## src/rtl/proc_unit.sv

```systemverilog
// proc_unit: operand-processing stage fed by mem_ctrl, launched by core_control.
// Applies a 3-bit opcode to each streamed operand pair and returns procc_done
// once the programmed number of pairs has been consumed.
// Build option: define PROC_MUL_EN to include the shift-add multiplier (opcode 101).
// Without it, opcode 101 yields 0 with latency 1 and raises proc_err.
// Reset rst_n is asynchronous and active-high.

module proc_unit #(
  parameter int unsigned DW      = 32,
  parameter int unsigned LW      = 6,
  parameter int unsigned MUL_CYC = 32
) (
  input  logic          clk,
  input  logic          rst_n,
  input  logic          procc_start,
  input  logic [2:0]    proc_instruction,
  input  logic [LW-1:0] proc_length,
  input  logic [DW-1:0] proc_opa,
  input  logic [DW-1:0] proc_opb,
  input  logic          proc_opnd_valid,
  output logic          proc_opnd_ready,
  output logic [DW-1:0] proc_result,
  output logic          proc_res_valid,
  output logic          procc_done,
  output logic          proc_busy,
  output logic          proc_ovf,
  output logic          proc_err
);

  localparam logic [2:0] OpAdd = 3'd0;
  localparam logic [2:0] OpSub = 3'd1;
  localparam logic [2:0] OpAnd = 3'd2;
  localparam logic [2:0] OpOr  = 3'd3;
  localparam logic [2:0] OpXor = 3'd4;
  localparam logic [2:0] OpMul = 3'd5;
  localparam logic [2:0] OpMax = 3'd6;
  localparam logic [2:0] OpSum = 3'd7;

  // The multiplier runs one iteration per operand bit.
  if (MUL_CYC != DW) begin : g_bad_mul_cyc
    $error("MUL_CYC must equal DW");
  end

  typedef enum logic [1:0] {StIdle, StRun, StMul, StDone} state_e;

  state_e        state_q, state_d;
  logic [2:0]    op_q;
  logic [LW-1:0] len_q;
  logic [LW-1:0] cnt_q;
  logic [DW-1:0] acc_q;
  logic [DW-1:0] result_q;
  logic          res_valid_q;
  logic          done_q;
  logic          ovf_q;
  logic          err_q;

  logic          accept;
  logic          last_elem;
  logic [DW-1:0] alu_res;
  logic          alu_ovf;
  logic [DW-1:0] ab_sum;
  logic [DW-1:0] acc_sum;
  logic          acc_ovf;

  assign accept    = (state_q == StRun) && proc_opnd_valid;
  // True when the pair being accepted is the final one of the run.
  assign last_elem = (cnt_q + LW'(1)) == len_q;

`ifdef PROC_MUL_EN
  localparam int unsigned CW = $clog2(MUL_CYC + 1);

  logic [DW-1:0] mul_a_q, mul_b_q, mul_p_q, mul_p_next;
  logic [CW-1:0] mul_cnt_q;
  logic          mul_last;

  assign mul_p_next = mul_p_q + (mul_b_q[0] ? mul_a_q : '0);
  assign mul_last   = (state_q == StMul) && (mul_cnt_q == CW'(MUL_CYC - 1));

  // Shift-add multiplier: load on acceptance, one partial product per clock.
  always_ff @(posedge clk or posedge rst_n) begin
    if (rst_n) begin
      mul_a_q   <= '0;
      mul_b_q   <= '0;
      mul_p_q   <= '0;
      mul_cnt_q <= '0;
    end else if (accept && (op_q == OpMul)) begin
      mul_a_q   <= proc_opa;
      mul_b_q   <= proc_opb;
      mul_p_q   <= '0;
      mul_cnt_q <= '0;
    end else if (state_q == StMul) begin
      mul_a_q   <= mul_a_q << 1;
      mul_b_q   <= mul_b_q >> 1;
      mul_p_q   <= mul_p_next;
      mul_cnt_q <= mul_cnt_q + CW'(1);
    end
  end
`endif

  // Single-cycle ALU plus the accumulator step used by SUM.
  always_comb begin
    alu_res = '0;
    alu_ovf = 1'b0;
    ab_sum  = proc_opa + proc_opb;
    acc_sum = acc_q + ab_sum;
    acc_ovf = (acc_q[DW-1] == ab_sum[DW-1]) && (acc_sum[DW-1] != acc_q[DW-1]);
    case (op_q)
      OpAdd: begin
        alu_res = ab_sum;
        alu_ovf = (proc_opa[DW-1] == proc_opb[DW-1]) && (ab_sum[DW-1] != proc_opa[DW-1]);
      end
      OpSub: begin
        alu_res = proc_opa - proc_opb;
        alu_ovf = (proc_opa[DW-1] != proc_opb[DW-1]) && (alu_res[DW-1] != proc_opa[DW-1]);
      end
      OpAnd:   alu_res = proc_opa & proc_opb;
      OpOr:    alu_res = proc_opa | proc_opb;
      OpXor:   alu_res = proc_opa ^ proc_opb;
      OpMax:   alu_res = ($signed(proc_opa) > $signed(proc_opb)) ? proc_opa : proc_opb;
      default: alu_res = '0;  // MUL and SUM produce their results elsewhere
    endcase
  end

  // FSM state register.
  always_ff @(posedge clk or posedge rst_n) begin
    if (rst_n) begin
      state_q <= StIdle;
    end else begin
      state_q <= state_d;
    end
  end

  // FSM next-state logic.
  always_comb begin
    state_d = state_q;
    case (state_q)
      StIdle: begin
        if (procc_start) begin
          state_d = (proc_length == '0) ? StDone : StRun;
        end
      end
      StRun: begin
        if (accept) begin
          if (last_elem) begin
            state_d = StDone;
          end
`ifdef PROC_MUL_EN
          // A multiply always detours through StMul, even for the last pair.
          if (op_q == OpMul) begin
            state_d = StMul;
          end
`endif
        end
      end
      StMul: begin
`ifdef PROC_MUL_EN
        if (mul_last) begin
          state_d = (cnt_q == len_q) ? StDone : StRun;
        end
`else
        state_d = StIdle;
`endif
      end
      StDone:  state_d = StIdle;
      default: state_d = StIdle;
    endcase
  end

  // FSM-decoded outputs.
  always_comb begin
    proc_busy       = (state_q != StIdle);
    proc_opnd_ready = (state_q == StRun);
  end

  // Datapath: launch capture, per-element results, sticky flags, completion pulse.
  always_ff @(posedge clk or posedge rst_n) begin
    if (rst_n) begin
      op_q        <= OpAdd;
      len_q       <= '0;
      cnt_q       <= '0;
      acc_q       <= '0;
      result_q    <= '0;
      res_valid_q <= 1'b0;
      done_q      <= 1'b0;
      ovf_q       <= 1'b0;
      err_q       <= 1'b0;
    end else begin
      res_valid_q <= 1'b0;
      // Completion is reported in the cycle after the FSM leaves StDone.
      done_q      <= (state_q == StDone);

      if ((state_q == StIdle) && procc_start) begin
        op_q  <= proc_instruction;
        len_q <= proc_length;
        cnt_q <= '0;
        acc_q <= '0;
        ovf_q <= 1'b0;
        err_q <= 1'b0;
      end

      if (accept) begin
        cnt_q <= cnt_q + LW'(1);
        case (op_q)
          OpSum: begin
            acc_q <= acc_sum;
            if (acc_ovf) begin
              ovf_q <= 1'b1;
            end
          end
          OpMul: begin
`ifndef PROC_MUL_EN
            result_q    <= '0;
            res_valid_q <= 1'b1;
            err_q       <= 1'b1;
`endif
          end
          default: begin
            result_q    <= alu_res;
            res_valid_q <= 1'b1;
            if (alu_ovf) begin
              ovf_q <= 1'b1;
            end
          end
        endcase
      end

`ifdef PROC_MUL_EN
      if (mul_last) begin
        result_q    <= mul_p_next;
        res_valid_q <= 1'b1;
      end
`endif

      if ((state_q == StDone) && (op_q == OpSum) && (len_q != '0)) begin
        result_q    <= acc_q;
        res_valid_q <= 1'b1;
      end
    end
  end

  assign proc_result    = result_q;
  assign proc_res_valid = res_valid_q;
  assign procc_done     = done_q;
  assign proc_ovf       = ovf_q;
  assign proc_err       = err_q;

endmodule

```

## config.mk

```make
export PLATFORM = sky130hd
export DESIGN_NAME = proc_unit
export DESIGN_NICKNAME = d
export VERILOG_FILES = /design/src/rtl/proc_unit.sv
export SDC_FILE = /design/constraint.sdc
export NUM_CORES = 1
export LEC_CHECK = 0
export BUFFER_PORTS_ARGS = -buffer_cell sky130_fd_sc_hd__buf_2
export CAP_MARGIN = 20
export CORE_ASPECT_RATIO = 0.6
export CORE_MARGIN = 1
export CORE_UTILIZATION = 35
export CTS_CLUSTER_SIZE = 20
export DETAILED_ROUTE_END_ITERATION = 16
export PLACE_DENSITY_LB_ADDON = 0.2
export SYNTH_ARGS = -nofsm -noshare
export SYNTH_HDL_FRONTEND = slang
export SYNTH_SLANG_ARGS = --single-unit
```

## constraint.sdc

```tcl
create_clock -name clk -period 3.1 [get_ports clk]
set_clock_uncertainty 0.05 [all_clocks]
set_input_delay 0.31 -clock clk [delete_from_list [all_inputs] [get_ports clk]]
set_output_delay 0.31 -clock clk [all_outputs]
set_load 0.03 [all_outputs]
```

==> impl_metrics.yaml <==
run_status:
  outcome: "complete, but fails checks"
  violations: "negative setup slack"
power:
  internal_power_w: 0.00621
  pwr-share-clk_pct: 9.7
  p_switching_w: 0.00600
  totalPowerFinal_w: 0.0122
  combPwrFrac_pct: 73.9
  cellLeakagePower_nw: 7.93
  power_density_nw_per_um2: 731
  pwr-share-seq_pct: 16.4
  ir_worst_vdd_uv: 432
  p_sw_share_pct: 49.2
routing:
  top_layer: "met4"
  antenna_left: 0
  via_per_inst: 5.67
  wl_mm: 49.8
  route.met2.wl_mm: 19.3
  drtPass1Iterations: 6
  wl_per_cell_um: 21.8
  met1_length_mm: 24.2
  drt_iter0_drc: 1643
  dr_wl_met3_mm: 5.82
  vias: 12918
  drc_errors: 0
yosys:
  synth-warning-count: 0
  syn_nets: 1577
  syn_inst: 1368
  yosys_register_bits: 85
  synth_top_area_share_pct: 20.1
  ys_types: 72
  seq_area_frac_synth_pct: 20.1
  netlist_area_um2: 10600
  avgSynthCellArea_um2: 7.74
  synth_top_flop_cell: "dfrtp_1"
  yosysMostFrequentCell: "ha_1"
  synth_edf_count: 0
  yosys-top-cells-count: "ha_1 (129), a21oi_1 (112), o21ai_0 (110), inv_1 (105), nor2_1 (105)"
  async_flop_share_pct: 100
  synth_area_leaders: "dfrtp_1 (20%), ha_1 (15%), a21oi_1 (5.3%)"
  synth_area_leader_cell: "dfrtp_1"
global_route:
  grt_max_degree: 70
  grtUsageTotal_pct: 32.5
  grt_pass1_wl_mm: 75.3
  antenna_found_initial: 0
  grt_pass1_vias: 12372
  grt_overflow_total: 0
sta:
  setup_violations: 56
  slew_violations: 0
  timing_hold_violations_final: 0
  slew_headroom_pct: 43.3
  fin_crit_ns: 4.44
  holdWs_ns: 0.0315
  rsz0062_at_grt: "yes"
  worst_slack_ns: -1.34
  timing.fmax_mhz: 225
  worstMarginPinSlew_ns: 0.848
  timing.final.crit_share_pct: 143
place:
  place_congestion: 0.966
  io_buffers: 114
  hpwl_mm: 38.1
critical_path:
  critical_path_class: "in2reg"
  cp_data_required_time_ns: 3.29
  start_kind: "input port"
  crit_arrival_ns: 4.63
  worstPathMaxFanout: 4
  crit_path_end_kind: "flop"
die:
  fp-row-count: 48
  die_w_um: 227
  die_area_um2: 31000
  die_y_um: 137
  start_util_pct: 36.2
  io-pin-count: 115
  core_area_um2: 29200
finish:
  areaGrowthSynthToFinish_pct: 57.7
  diodes: 0
  fin_nets: 2083
  final-seq-area_um2: 2130
  drive_gt1_share_pct: 43.1
  final_util_pct: 57.1
  num-fill-cells: 2670
  multiInputGateArea_um2: 8950
clocking:
  path_clk_slew_ns: 0.07
  h-tree-depth: 3
  cts.sinks: 85
  clock_latency_ns: 0.35
  cts-hold-fix-buffers: 0
  numCtsBuffers: 9
  cts_root_buffer: "clkbuf_16"
  clockBufferDepth: 2
  cts_tree: "yes"
flow_run:
  cap_violations: 0
worst_hold_path:
  hold_path_class: "in2async"
cells by family (layout without fill, tap and decap cells):
logic type,Yosys count,count (layout),synth area share [%]
compound gates,486,486,30.1
simple gates,351,351,16.1
buf+inv,189,700,7.02
fa+ha+maj,132,132,15.8
xor+xnor,90,90,7.44
flops,85,85,20.1
mux,35,35,3.45
per-stage QoR:
stage | cells | cell area [um2] | setup TNS (ns) | setup slack, ns
final | 2279 | 16700 | -23.73 | -1.34
after global routing | 2279 | 16700 | -28.66 | -1.50
after CTS | 2272 | 16400 | -20.87 | -1.17
after detailed placement | 2220 | 14600 | -59.80 | -1.93
after global placement | 2220 | 14600 | -57.86 | -1.77
after floorplan | 1368 | 10700 | -10.89 | -1.13
power by group through the flow:
stage	sequential, W	combinational (W)	clock, W
detailed placement	0.00199	0.00754	0
global placement	0.00200	0.00747	0
global route	0.00205	0.00959	0.00124
finish	0.00201	0.00902	0.00118
CTS	0.00199	0.00839	0.00120
floorplan	0.00225	0.00386	0
critical path: stages:
cell and delay [ns]:
buf_8 0.10, ha_4 0.15, fa_2 0.37, a21oi_4 0.18, o211ai_1 0.17, a2111oi_4 0.55, nor2_2 0.12, nor2b_1 0.18
nor2_1 0.07, xor2_1 0.16, ha_1 0.30, nand4_1 0.15, a21oi_2 0.16, or4b_4 0.49, a31oi_4 0.16, o211ai_1 0.14
a31oi_2 0.26, or3_4 0.18, buf_4 0.10, mux2i_1 0.07, a211o_1 0.25
per-layer routing:
metal / track usage, % / vias up
met5: 0 / -
met4: 4.99 / 0
met3: 9.38 / 37
met2: 44.2 / 634
met1: 50.0 / 6228
li1: - / 6019
placed cells by master (no fill, tap or decap), drive strengths merged, types with 9 or more instances in the layout:
cell type  synthesis  layout
buf               14     578
ha               129     129
o21ai            114     114
a21oi            112     112
nor2             106     106
inv              105     105
dfrtp             85      85
nand2             74      74
xnor2             60      60
nand3             51      51
a22oi             45      45
xor2              30      30
o211ai            24      24
nor3              24      24
mux2i             23      23
a21o              22      22
a31oi             19      19
o22ai             17      17
a211oi            17      17
a222oi            16      16
nor2b             16      16
and3              16      16
o31ai             13      13
o21bai            12      12
mux2              12      12
or4               12      12
clkbuf            69      11
o21a               9       9
or3                9       9
o221ai             9       9
timing repair:
| item | CTS | global route |
|---|---|---|
| gates cloned | 2 | 0 |
| gates resized for setup | 263 | 64 |
| buffers inserted | 51 | 18 |
| pin swaps | 110 | 57 |
| endpoints found under the setup margin | 57 | 57 |
flip-flops by register name (all words and copies together), names as in the netlist:
| name | cells |
|---|---|
| acc_q | 32 |
| proc_ovf | 1 |
| proc_result | 32 |
| state_q | 2 |
| op_q | 3 |
| proc_err | 1 |
| procc_done | 1 |
| len_q | 6 |
| proc_res_valid | 1 |
| cnt_q | 6 |
path summary, 6_finish.rpt:
| path | start | endpoint | slack, ns | depth (start not counted) |
|---|---|---|---|---|
| worst max-delay path | proc_opa[0] | proc_ovf | -1.34 | 21 |
| worst min-delay path | rst_n | acc_q[28] | 0.03 | 2 |
| worst max register to register | acc_q[0] | acc_q[22] | -0.33 | 12 |
| worst min register to register | state_q[1] | state_q[0] | 0.45 | 1 |
| max in group asynchronous | rst_n | acc_q[11] | 2.23 | 3 |
| min in group clk | proc_length[0] | state_q[1] | 0.11 | 2 |
area by class of cell:
class	count	share of cell area (%)
Clock inverter	5	0.405
Multi-Input combinational cell	1094	53.6
Timing Repair Buffer	578	26.2
Inverter	106	2.48
Tap cell	400	3.00
Clock buffer	11	1.51
Sequential cell	85	12.7
No activity file was read; power rests on OpenSTA's default activity.
